--- config.mk ---
export PLATFORM = sky130hd
export DESIGN_NAME = mdu_arbiter
export DESIGN_NICKNAME = d
export VERILOG_FILES = /design/src/rtl/mdu_arbiter.sv
export SDC_FILE = /design/constraint.sdc
export NUM_CORES = 1
export LEC_CHECK = 0
export ABC_AREA = 1
export CELL_PAD_IN_SITES_DETAIL_PLACEMENT = 2
export CELL_PAD_IN_SITES_GLOBAL_PLACEMENT = 2
export CORE_ASPECT_RATIO = 1.2
export CORE_UTILIZATION = 19
export DETAILED_ROUTE_END_ITERATION = 10
export PLACE_DENSITY_LB_ADDON = 0.15
export REMOVE_ABC_BUFFERS = 1
export SLEW_MARGIN = 10
export SYNTH_ARGS = -nofsm -noshare
export SYNTH_HDL_FRONTEND = slang
export SYNTH_SLANG_ARGS = --single-unit
--- constraint.sdc ---
create_clock -name i_clk -period 2 [get_ports i_clk]
set_input_delay 0.6 -clock i_clk [delete_from_list [all_inputs] [get_ports i_clk]]
set_output_delay 0.6 -clock i_clk [all_outputs]
set_load 0.02 [all_outputs]
--- src/rtl/mdu_arbiter.sv ---
// Two-requester arbiter/sequencer in front of a shared multiply/divide unit.
// Define MDU_ARB_FIXED_PRIO_EN for fixed priority (requester 0 wins ties); default is round-robin.
module mdu_arbiter #(
  parameter int unsigned WIDTH      = 32,
  parameter int unsigned P_DATA_MSB = WIDTH - 1
) (
  input  logic             i_clk,
  input  logic             i_rst,
  input  logic             i_req0_valid,
  input  logic             i_req1_valid,
  output logic             o_req0_ready,
  output logic             o_req1_ready,
  input  logic [WIDTH-1:0] i_req0_rs1,
  input  logic [WIDTH-1:0] i_req0_rs2,
  input  logic [WIDTH-1:0] i_req1_rs1,
  input  logic [WIDTH-1:0] i_req1_rs2,
  input  logic [2:0]       i_req0_op,
  input  logic [2:0]       i_req1_op,
  output logic             o_rsp0_valid,
  output logic             o_rsp1_valid,
  input  logic             i_rsp0_ready,
  input  logic             i_rsp1_ready,
  output logic [WIDTH-1:0] o_rsp_rd,
  output logic [WIDTH-1:0] o_mdu_rs1,
  output logic [WIDTH-1:0] o_mdu_rs2,
  output logic [2:0]       o_mdu_op,
  output logic             o_mdu_valid,
  input  logic             i_mdu_ready,
  input  logic [WIDTH-1:0] i_mdu_rd,
  output logic             o_busy
);

  localparam int unsigned OP_W = 3;

  typedef enum logic [1:0] {
    S_IDLE = 2'd0,
    S_BUSY = 2'd1,
    S_RESP = 2'd2
  } state_t;

  state_t              state_q, state_d;
  logic                gnt_q;
  logic                win_c;
  logic                accept_c;
  logic                capture_c;
  logic [P_DATA_MSB:0] rs1_q, rs2_q, rsp_q;
  logic [OP_W-1:0]     op_q;

`ifndef MDU_ARB_FIXED_PRIO_EN
  logic                last_q;
`endif

  // Winner index: 0 or 1; only meaningful when at least one request is valid.
  always_comb begin
`ifdef MDU_ARB_FIXED_PRIO_EN
    win_c = !i_req0_valid;
`else
    win_c = (i_req0_valid && i_req1_valid) ? !last_q : !i_req0_valid;
`endif
  end

  always_comb begin
    state_d      = state_q;
    accept_c     = 1'b0;
    capture_c    = 1'b0;
    o_req0_ready = 1'b0;
    o_req1_ready = 1'b0;
    o_rsp0_valid = 1'b0;
    o_rsp1_valid = 1'b0;
    case (state_q)
      S_IDLE: begin
        if (i_req0_valid || i_req1_valid) begin
          accept_c     = 1'b1;
          o_req0_ready = !win_c;
          o_req1_ready = win_c;
          state_d      = S_BUSY;
        end
      end
      S_BUSY: begin
        if (i_mdu_ready) begin
          capture_c = 1'b1;
          state_d   = S_RESP;
        end
      end
      // MDU ready is ignored here: its trailing done strobe lands in this state.
      S_RESP: begin
        o_rsp0_valid = !gnt_q;
        o_rsp1_valid = gnt_q;
        if (gnt_q ? i_rsp1_ready : i_rsp0_ready) begin
          state_d = S_IDLE;
        end
      end
      default: state_d = S_IDLE;
    endcase
  end

  always_ff @(posedge i_clk) begin
    if (i_rst) begin
      state_q <= S_IDLE;
      gnt_q   <= 1'b0;
      rs1_q   <= '0;
      rs2_q   <= '0;
      op_q    <= '0;
      rsp_q   <= '0;
`ifndef MDU_ARB_FIXED_PRIO_EN
      last_q  <= 1'b1;
`endif
    end else begin
      state_q <= state_d;
      if (accept_c) begin
        gnt_q  <= win_c;
        rs1_q  <= win_c ? i_req1_rs1 : i_req0_rs1;
        rs2_q  <= win_c ? i_req1_rs2 : i_req0_rs2;
        op_q   <= win_c ? i_req1_op  : i_req0_op;
`ifndef MDU_ARB_FIXED_PRIO_EN
        last_q <= win_c;
`endif
      end
      if (capture_c) begin
        rsp_q <= i_mdu_rd;
      end
    end
  end

  assign o_mdu_valid = (state_q == S_BUSY);
  assign o_busy      = (state_q != S_IDLE);
  assign o_mdu_rs1   = rs1_q;
  assign o_mdu_rs2   = rs2_q;
  assign o_mdu_op    = op_q;
  assign o_rsp_rd    = rsp_q;

endmodule

### Word-level counts from Yosys, hierarchy flattened

Index checks and enable logic that the tools add are counted.

* register bits after elaboration: 103
* latch bits: 0
* bits in writable memories: 0
* bits in read-only memories: 0
* input port bits: 173
* word-level logic and storage cells: 40
* memories kept: 0

* $add $sub $neg: 0
* multiply operators: 0
* div/mod/pow operators: 0
* magnitude comparators: 0
* eq/ne operators: 5
* shifts and indexed selects: 0
* mux-type cells: 19
* bitwise operators: 0
* reductions and logical operators: 9

Operator list (count)
* $mux 32: 2
* $mux 1: 12
* $mux 2: 3
* $pmux 2 s3: 1
* $logic_not 1->1: 4
* $ne 2x2->1 const B: 2
* $mux 3: 1
* $reduce_and 3->1: 1
* $eq 2x1->1 const B: 1
* $eq 2x2->1 const B: 1
* $logic_not 2->1: 1
* $ne 2x1->1 const B: 1
* $reduce_bool 2->1: 1
* $logic_and 1x1->1: 1
* $logic_or 1x1->1: 1

### Longest topological paths before layout

Gate-level depths: netlist of the first run.

* depth in word-level cells: 5
* gate-level depth with buffers: 9
* gate-level depth less buffers: 7

### Least setup slack after synthesis of the first run

No wires, ideal clock.

* path kind: in2out
* from: input port i_req0_valid
* to: output port o_req1_ready
* arrival: 1.271 ns
* path slack: 0.129 ns
* stages: 6
* buffers on the path: 2
* cell sequence: buf_4 -> nor2_2 -> nor2_4 -> buf_6 -> nand2_1 -> inv_1

* word-level cells in the longest chain between the ends: 4

RTL lines
* from (decl): RTL line 9 `input logic i_req0_valid,`
* $logic_not 1->1 / $logic_and 1x1->1 (equally long branches): RTL line 58 `win_c = (i_req0_valid && i_req1_valid) ? !last_q : !i_req0_valid;`
* $mux 1: RTL line 58
* $mux 1 (*): RTL line 72 `if (i_req0_valid || i_req1_valid) begin`
* $mux 1 (*): RTL line 70 `case (state_q)`
* to (decl): RTL line 12 `output logic o_req1_ready,`

Mark *: on every way between the ends. The rest lies on a longest branch, timed or not.

### Worst setup path after layout of the first run

* from: register rs2_q[31] (netlist: o_mdu_rs2[31])
* to: output port o_mdu_rs2[31]

RTL lines
* from (decl): RTL line 46 `logic [P_DATA_MSB:0] rs1_q, rs2_q, rsp_q;`
* from (signal assigned): RTL line 113 `rs2_q <= win_c ? i_req1_rs2 : i_req0_rs2;`
* to (decl): RTL line 25 `output logic [WIDTH-1:0] o_mdu_rs2,`

No word-level cell between the ends.

==> reports/results.ini, run 1 <==
[drt]
vias=5780
drc=0
drtPass1Iterations=4
drt_iter0_markers=70
avgRoutedWirePerCell_um=15.7
via_per_inst=4.28
drt_wl_total_um=21200
final_antenna_net_count=0

[die]
fp.dieH_um=178
pin_count=278
fp.dieW_um=149
die-area_mm2=0.0265
initial_core_util_pct=19.3
coreArea_mm2=0.0255
placementRows=64

[sta]
tns_ps=0
slew_headroom_pct=42.6
setup_viol=0
period_share_pct=97.7
finalHoldViolCount=0
drv_slew=0
whs_ps=512
finClkSkew_ps=11.6
setup_slack_ps=46.0
fmax_mhz=512
tightest_slew_ps=860
fin_crit_ps=1950
rsz0062_at_grt=yes

[setup_path]
worstPathBufferInverterCount=1
start_kind=register
path_cells=clkdlybuf4s50_1
worstSetupPathType=reg2out
worstPathRequired_ps=1400
cp.arrival_ps=1350
cpMaxStageDelayCell=clkdlybuf4s50_1
critPathMaxStageDelay_ps=660
critPathMaxFanout=2
crit_family=buffers and inverters
end_kind=output port

[synthesis]
syn_avg_cell_area_um2=6.48
synth_cells=757
synthDistinctLibCells=17
ys_warn_count=0
yosys_register_bits=103
yosysSeqAreaShare_pct=42.0
synthesis.area_mm2=0.00491

[placed_design]
placedCellCount=1332
placed_area_mm2=0.00805
portBuffers=277
hpwl_um=15400
gp_congestion=0.678
pre_cts_ws_ps=-659

[hold_path]
min-delay-path-class=reg2reg

[clock_network]
clk_pin_slew_ps=80
clock_latency_ps=360
cts_sinks=103
cts_tree=built
cts_root_buf=clkbuf_16
post_cts_buffers=0
cts_inserted_buffers=9
cts_buffer_depth=2
cts_max_level=3

[layout]
layout.cells.non_filler=1350
stdcell_area_mm2=0.00834
final_core_utilization_pct=32.8
drive_gt1_share_pct=4.91
fin_nets=1186
area_growth_pct=70.0

[grt]
grt_max_degree=69
grt_pass1_vias=6105
grt-ovfl-total=0
grt_pass1_wl_um=32800
grt_usage_pct=16.2
antenna_found_initial=4

[pwr]
total_power_mw=6.24
peakVddDrop_v=0.000394
powerDensity_mw_per_mm2=748
power_leakage_nw=3.92

[run_status]
run_status=finished clean

[job]
drv_cap=0

-- final timing paths --
path | start | to | slack (ps) | cells after the start
setup / recovery | o_mdu_rs2[31] | o_mdu_rs2[31] | 50 | 1
setup reg to reg | state_q[1] | o_mdu_rs2[6] | 270 | 7
hold reg to reg | gnt_q | gnt_q | 510 | 2
hold / removal | gnt_q | gnt_q | 510 | 2
-- synthesized netlist by cell type --
library cell / n / share of area (%)
inv_1: 145 / 11
nand2_1: 142 / 11
nand3_1: 135 / 14
dfxtp_1: 103 / 42
a21oi_1: 70 / 7.1
nor2_1: 69 / 5.3
o21ai_0: 32 / 3.3
buf_2: 24 / 2.4
clkbuf_1: 16 / 1.2
buf_1: 6 / 0.46
buf_6: 4 / 0.92
buf_4: 3 / 0.46
nand2_2: 3 / 0.38
nor2_2: 2 / 0.25
inv_2: 1 / 0.076
nor2_4: 1 / 0.23
o211ai_1: 1 / 0.15
-- what timing repair did --
| action | CTS | global route |
|---|---|---|
| endpoints found under the setup margin | 74 | 8 |
| hold buffers | 0 | 0 |
| resized for setup | 18 | 7 |
-- cell type report --
cell class | count | area, um2
antenna | 2 | 5.00
clock buffer | 11 | 253
clock inverter | 5 | 41.3
fill | 3018 | 17100
inverter | 146 | 548
multi-input combinational | 455 | 2030
sequential | 103 | 2060
tap | 330 | 413
timing repair buffer | 298 | 2990
-- cells by family (layout without fill, tap and decap cells) --
| kind of cell | count (synthesis) | count (layout) | synth area share (%) |
|---|---|---|---|
| simple gates | 352 | 352 | 30.8 |
| flops | 103 | 103 | 42.0 |
| other cells | 0 | 2 | 0 |
| compound gates | 103 | 103 | 10.6 |
| buf+inv | 199 | 460 | 16.7 |
-- flip-flops by register name, summed over array words and instances, names as in the netlist --
| name | flops |
|---|---|
| state_q | 2 |
| gnt_q | 1 |
| o_mdu_rs2 | 32 |
| last_q | 1 |
| o_mdu_rs1 | 32 |
| o_rsp_rd | 32 |
| o_mdu_op | 3 |
-- report_power, final --
part | internal [mW] | switching [mW] | leakage (nW)
clock network | 0.925 | 0.891 | 0.138
registers | 2.28 | 0.109 | 0.852
logic | 0.969 | 1.07 | 2.93
-- layout by cell type (no fill, tap or decap) --
cell               n
clkdlybuf4s15_2    1
buf_12             6
nor2_2             2
buf_4             17
clkdlybuf4s50_1  263
inv_1            145
clkdlybuf4s15_1    1
nor2_1            69
nor2_4             1
dlygate4sd2_1      3
nand2_1          142
nand3_1          135
clkbuf_8           2
dlymetal6s2s_1     4
inv_6              1
dfxtp_1          103
o211ai_1           1
diode_2            2
clkbuf_16          9
buf_2              2
nand2_2            3
clkbuf_2           1
a21oi_1           70
o21ai_0           32
inv_2              1
clkinvlp_4         2
clkinv_4           2
-- routing by layer --
| metal | global-route usage (%) | part of all wire [%] | vias up |
|---|---|---|---|
| met4 | 5.28 | 1.5 | 4 |
| met2 | 27.7 | 48 | 187 |
| met1 | 17.9 | 40 | 2728 |
| li1 | - | - | 2841 |
| met3 | 6.91 | 11 | 20 |
| met5 | 0 | 0.15 | - |
No activity file was read; power rests on OpenSTA's default activity.
==> inputs of run 2 (changes only) <==
--- a/config.mk
+++ b/config.mk
@@ -11,6 +11,7 @@
 export CORE_ASPECT_RATIO = 1.2
 export CORE_UTILIZATION = 19
 export DETAILED_ROUTE_END_ITERATION = 10
+export GPL_TIMING_DRIVEN = 0
 export PLACE_DENSITY_LB_ADDON = 0.15
 export REMOVE_ABC_BUFFERS = 1
 export SLEW_MARGIN = 10
==> run 2 against run 1 <==
  * Final cell count grew 0.30%
  * First-iteration DRC count grew 140%
  * Sequential share of layout area shrank 0.69 points
  * Largest cell class unchanged
  * Routed wire length grew 9.5%
  * Sequential power is essentially flat
  * Critical endpoint is now o_req1_ready
  * Sequential cell count is the same
  * Fmax shrank 2.1%
  * Largest power group unchanged
  * Global-route usage grew 1.2 points
  * Clock skew shrank 4.5 ps
  * Hold slack lost 4.7 ps
  * Core utilization grew 1.0 points
  * Critical path depth grew 6
==> reports/results.ini, run 2 (synthesis gave the netlist of run 1 again) <==
[clock_network]
cts_root_buf=clkbuf_16
cts_buffer_depth=2  ; unchanged
cts_sinks=103  ; unchanged
clk_pin_slew_ps=70  ; about the same
cts_inserted_buffers=9  ; unchanged
cts_max_level=3  ; unchanged
cts_hold_buf=0  ; unchanged
clock_latency_ps=350  ; about the same
cts_tree=built

[die]
fp.dieW_um=149  ; unchanged
fp.dieH_um=178  ; unchanged
pin_count=278  ; unchanged
die-area_mm2=0.0265  ; unchanged
coreArea_mm2=0.0255  ; unchanged
placementRows=64  ; unchanged
initial_core_util_pct=19.3  ; unchanged

[setup_path]
path_cells=buf_16, nor2_4, nor2_4, clkbuf_16, nand2_4, inv_2, buf_6
critPathMaxFanout=28  ; +26
start_kind=input port
worstSetupPathType=in2out
crit_family=buffers and inverters
cpMaxStageDelayCell=buf_16
worstPathRequired_ps=1400  ; about the same
end_kind=output port
critPathMaxStageDelay_ps=180  ; -480 ps
worstPathBufferInverterCount=4  ; +3
cpMostUsedCell=nor2_4
cp.arrival_ps=1400  ; +50 ps

[layout]
fin_nets=1192  ; +0.51%
final_common_cell=clkdlybuf4s50_1
area_growth_pct=75.1
layout.cells.non_filler=1354  ; +0.30%
fillers=3012  ; -0.20%
drive_gt1_share_pct=6.45  ; +1.5 points
mostFrequentLayoutCells=clkdlybuf4s50_1 (266), inv_1 (141), nand2_1 (139)

[drt]
avgRoutedWirePerCell_um=17.1  ; +9.2%
drc=0  ; unchanged
drt_iter0_markers=171  ; +140%
via_per_inst=4.27  ; -0.19%
vias=5786  ; +0.10%
drtPass1Iterations=4  ; unchanged
final_antenna_net_count=0  ; unchanged
drt_wl_total_um=23200  ; +9.5%

[sta]
period_share_pct=99.8  ; +2.1 points
drv_slew=0  ; unchanged
whs_ps=507  ; -4.67 ps
tightest_slew_ps=956  ; +95.7 ps
slew_headroom_pct=36.2  ; -6.5 points
finClkSkew_ps=7.08  ; -4.48 ps
setup_viol=0  ; unchanged
fmax_mhz=501  ; -2.1%
rsz0062_at_grt=yes
setup_slack_ps=3.31  ; -42.7 ps
fin_crit_ps=2000  ; +42.7 ps
finalHoldViolCount=0  ; unchanged

[grt]
grt_pass1_wl_um=34300  ; +4.6%
antenna_found_initial=2  ; -2
grt_usage_pct=17.4  ; +1.2 points
grt_max_degree=50  ; -28%
grt_pass1_vias=6013  ; -1.5%
grt-ovfl-total=0  ; unchanged

[pwr]
peakVddDrop_v=0.000343  ; -13%
p_seq_share_pct=37.2  ; -1.0 points
power_leakage_nw=3.97  ; +1.4%
p_sw_share_pct=32.7  ; -0.43 points
powerDensity_mw_per_mm2=746  ; -0.20%
p_clk_share_pct=28.9  ; -0.2 points
comb_power_share_pct=33.8  ; +1.1 points
p_sw_mw=2.10  ; +1.5%
internal_power_mw=4.32  ; +3.5%

[placed_design]
hpwl_um=15400  ; -0.13%
portBuffers=277  ; unchanged
placedCellCount=1319  ; -0.98%
pre_cts_ws_ps=-1490  ; -826 ps
gp_congestion=0.680  ; +0.28%

[hold_path]
min-delay-path-class=reg2reg

[job]
drv_cap=0  ; unchanged

[run_status]
run_status=finished clean

[run 2: power groups by stage]
| stage | combinational, mW | sequential, mW | clock, mW |
|---|---|---|---|
| after floorplan | 0.620 | 2.69 | 0 |
| after global placement | 2.01 | 2.42 | 0 |
| after detailed placement | 2.10 | 2.44 | 0 |
| after CTS | 2.19 | 2.39 | 1.95 |
| after global routing | 2.37 | 2.42 | 2.01 |
| final | 2.17 | 2.39 | 1.86 |
[run 2: area by class of cell]
class	instances	area [um2]	area share (%)
Timing Repair Buffer	300	3140	36.5
Clock inverter	4	55.1	0.640
Sequential cell	103	2070	24.0
Tap cell	330	413	4.80
Inverter	146	556	6.46
Multi-Input combinational cell	458	2120	24.7
Antenna cell	1	2.50	0.0291
Timing Repair inverter	1	7.51	0.0873
Clock buffer	11	243	2.82
[run 2: per-layer routing]
metal	vias up	part of all wire (%)	track usage, %
met5	-	0.060	0
met3	13	11	7.47
li1	2857	-	-
met2	183	50	31.3
met4	2	0.91	4.38
met1	2731	38	18.4
[run 2: worst paths after layout]
kind	from	endpoint	slack [ps]	depth (start not counted)
setup / recovery	i_req0_valid	o_req1_ready	3	7
hold / removal	gnt_q	gnt_q	510	2
setup reg to reg	state_q[0]	o_mdu_rs1[24]	440	9
hold reg to reg	gnt_q	gnt_q	510	2
[run 2: worst reg2reg max path, stage by stage (launching register included)]
cell and delay, ps:
dfxtp_2 340, inv_1 90, nand2_4 70, nor2_4 110, clkbuf_16 180, buf_4 280, buf_16 200, nand3_1 90
nand2_1 70, inv_1 40
[run 2: stage by stage]
step	TNS (ps)	utilization, %	power, mW	area [um2]
6_report	0	33.8	6.41	8600
5_1_grt	-81.9	33.8	6.80	8590
4_1_cts	-107	33.5	6.53	8540
3_5_place_dp	-58890	31.6	4.54	8040
3_3_place_gp	-399920	30.7	4.43	7820
2_1_floorplan	-30110	-	3.31	4640
[run 2: what timing repair did]
item | 4_1_cts | 5_1_grt
cloned | 6 | 1
pin swaps | 5 | 3
buffers inserted | 9 | 4
gates resized for setup | 41 | 11
endpoints found under the setup margin | 91 | 28
==> inputs of run 3 (changes only) <==
--- a/config.mk
+++ b/config.mk
@@ -6,14 +6,13 @@
 export NUM_CORES = 1
 export LEC_CHECK = 0
 export ABC_AREA = 1
-export CELL_PAD_IN_SITES_DETAIL_PLACEMENT = 2
-export CELL_PAD_IN_SITES_GLOBAL_PLACEMENT = 2
+export CELL_PAD_IN_SITES_DETAIL_PLACEMENT = 1
+export CELL_PAD_IN_SITES_GLOBAL_PLACEMENT = 1
 export CORE_ASPECT_RATIO = 1.2
-export CORE_UTILIZATION = 19
+export CORE_UTILIZATION = 25
 export DETAILED_ROUTE_END_ITERATION = 10
 export GPL_TIMING_DRIVEN = 0
 export PLACE_DENSITY_LB_ADDON = 0.15
-export REMOVE_ABC_BUFFERS = 1
 export SLEW_MARGIN = 10
 export SYNTH_ARGS = -nofsm -noshare
 export SYNTH_HDL_FRONTEND = slang
==> run 3 against run 2 <==
  * Die area decreased by 24%
  * First-iteration DRC count down 16%
  * Fmax up 2.4%
  * Critical path depth shrank 6
  * Register-to-register slack gained 90 ps
  * Sequential cell count unchanged
  * Global-route usage increased by 1.7 points
  * Worst setup slack improved by 48 ps
==> reports/results.ini, run 3 (synthesis gave the netlist of run 1 again) <==
[setup_path]
cp.depth=1  ; -6
critPathMaxStageDelay_ps=650  ; +470 ps
cpMaxStageDelayCell=clkdlybuf4s50_1
path_cells=clkdlybuf4s50_1
worstPathBufferInverterCount=1  ; -3
end_kind=output port
start_kind=register
critPathMaxFanout=2  ; -93%
cp.arrival_ps=1350  ; -50 ps
crit_family=buffers and inverters
worstPathRequired_ps=1400  ; about the same
ff2ff_path_depth=9  ; unchanged
worstSetupPathType=reg2out

[synthesis]
syn_nets=930

[sta]
drv_slew=0  ; unchanged
rsz0062_at_grt=no
period_share_pct=97.5  ; -2.4 points
fin_crit_ps=1950  ; -47.7 ps
finalHoldViolCount=0  ; unchanged
setup_viol=0  ; unchanged
tns_ps=0  ; unchanged
whs_ps=504  ; -3.43 ps
fmax_mhz=513  ; +2.4%
slew_headroom_pct=60.4  ; +24 points
tightest_slew_ps=595  ; -362 ps
finClkSkew_ps=9.73  ; +2.64 ps

[die]
fp.dieH_um=155  ; -13%
fp.dieW_um=130  ; -13%
placementRows=55  ; -14%
initial_core_util_pct=25.7  ; +6.5 points
die-area_mm2=0.0202  ; -24%
pin_count=278  ; unchanged
coreArea_mm2=0.0191  ; -25%

[layout]
area_growth_pct=70.8
mostFrequentLayoutCells=clkdlybuf4s50_1 (266), inv_1 (142), nand2_1 (140)
stdcell_area_mm2=0.00838  ; -2.5%
fillers=2446  ; -19%
final_common_cell=clkdlybuf4s50_1
drive_gt1_share_pct=6.92  ; +0.47 points
final_core_utilization_pct=44.0  ; +10 points
fin_nets=1223  ; +2.6%

[placed_design]
gp_congestion=0.759  ; +12%
portBuffers=275  ; -0.72%
hpwl_um=14700  ; -4.7%
placed_area_mm2=0.00798  ; -0.78%

[job]
drv_cap=0  ; unchanged

[clock_network]
cts_buffer_depth=2  ; unchanged
clock_latency_ps=360  ; about the same
clk_pin_slew_ps=80  ; about the same
cts_sinks=103  ; unchanged
cts_tree=built
cts_root_buf=clkbuf_16
cts_max_level=3  ; unchanged
cts_hold_buf=0  ; unchanged
cts_inserted_buffers=9  ; unchanged

[hold_path]
holdPathStages=2  ; unchanged
min-delay-path-class=reg2reg

[pwr]
total_power_mw=6.33  ; -1.4%
peakVddDrop_v=0.000572  ; +67%
powerDensity_mw_per_mm2=755  ; +1.1%
power_leakage_nw=3.96  ; -0.23%

[grt]
globalRouteMet1Util_pct=21.7  ; +3.3 points
grtUsageMet2_pct=33.0  ; +1.6 points
grt_max_degree=20  ; -60%
antenna_found_initial=1  ; -1
grtUsageMet3_pct=6.91  ; -0.56 points
grt-ovfl-total=0  ; unchanged
grt.busiest_layer=met2
grt_pass1_wl_um=29600  ; -14%
grt_pass1_vias=5715  ; -5.0%
grt_usage_pct=19.1  ; +1.7 points

[drt]
via_per_inst=4.36  ; +2.1%
drtPass1Iterations=4  ; unchanged
drc=0  ; unchanged
final_antenna_net_count=0  ; unchanged
avgRoutedWirePerCell_um=14.6  ; -15%
drt_iter0_markers=144  ; -16%
drt_wl_total_um=19100  ; -17%
vias=5726  ; -1.0%

[run_status]
run_status=finished clean

[run 3: changes by cell type in the layout (fill, tap and decap cells not counted), moves of 4 or more]
cell / previous run / this run
buf_4: 15 / 11
buf_16: 5 / 0
clkbuf_1: 1 / 16
buf_2: 2 / 26
buf_1: 0 / 6
[run 3: power breakdown]
part	internal (mW)	switching, mW	leakage [nW]
clock network	1.00	0.887	0.151
registers	2.28	0.110	0.853
logic	0.992	1.06	2.96
[run 3: final cells by class]
| type | instances | area, um2 | share of cell area (%) |
|---|---|---|---|
| Multi-Input combinational cell | 455 | 2060 | 24.6 |
| Clock buffer | 9 | 225 | 2.69 |
| Antenna cell | 2 | 5.00 | 0.0597 |
| Timing Repair Buffer | 283 | 2800 | 33.4 |
| Buffer | 52 | 273 | 3.25 |
| Clock inverter | 7 | 86.3 | 1.03 |
| Inverter | 146 | 548 | 6.54 |
| Tap cell | 256 | 320 | 3.82 |
| Sequential cell | 103 | 2060 | 24.6 |
[run 3: per-layer routing]
metal	vias to the layer above	share of wire, %
li1	2915	-
met1	2616	42
met2	175	48
met3	20	8.1
met4	0	2.0
met5	-	0
[run 3: final timing paths]
check / start / end / slack (ps)
min reg2reg: gnt_q / gnt_q / 500
max reg2reg: last_q / o_mdu_rs1[2] / 530
min: gnt_q / gnt_q / 500
max: o_mdu_rs1[16] / o_mdu_rs1[16] / 50
[run 3: what timing repair did]
| action | CTS | global route |
|---|---|---|
| setup buffers | 2 | 6 |
| pin swaps | 2 | 2 |
| setup endpoints to repair | 6 | 5 |
| resized for setup | 36 | 9 |
[run 3: through the flow]
stage	std cells	setup slack, ps
after global placement	1288	-1170
after detailed placement	1288	-1210
final	1313	51.0
after CTS	1306	-2.66
after floorplan	757	129
after global routing	1311	8.83
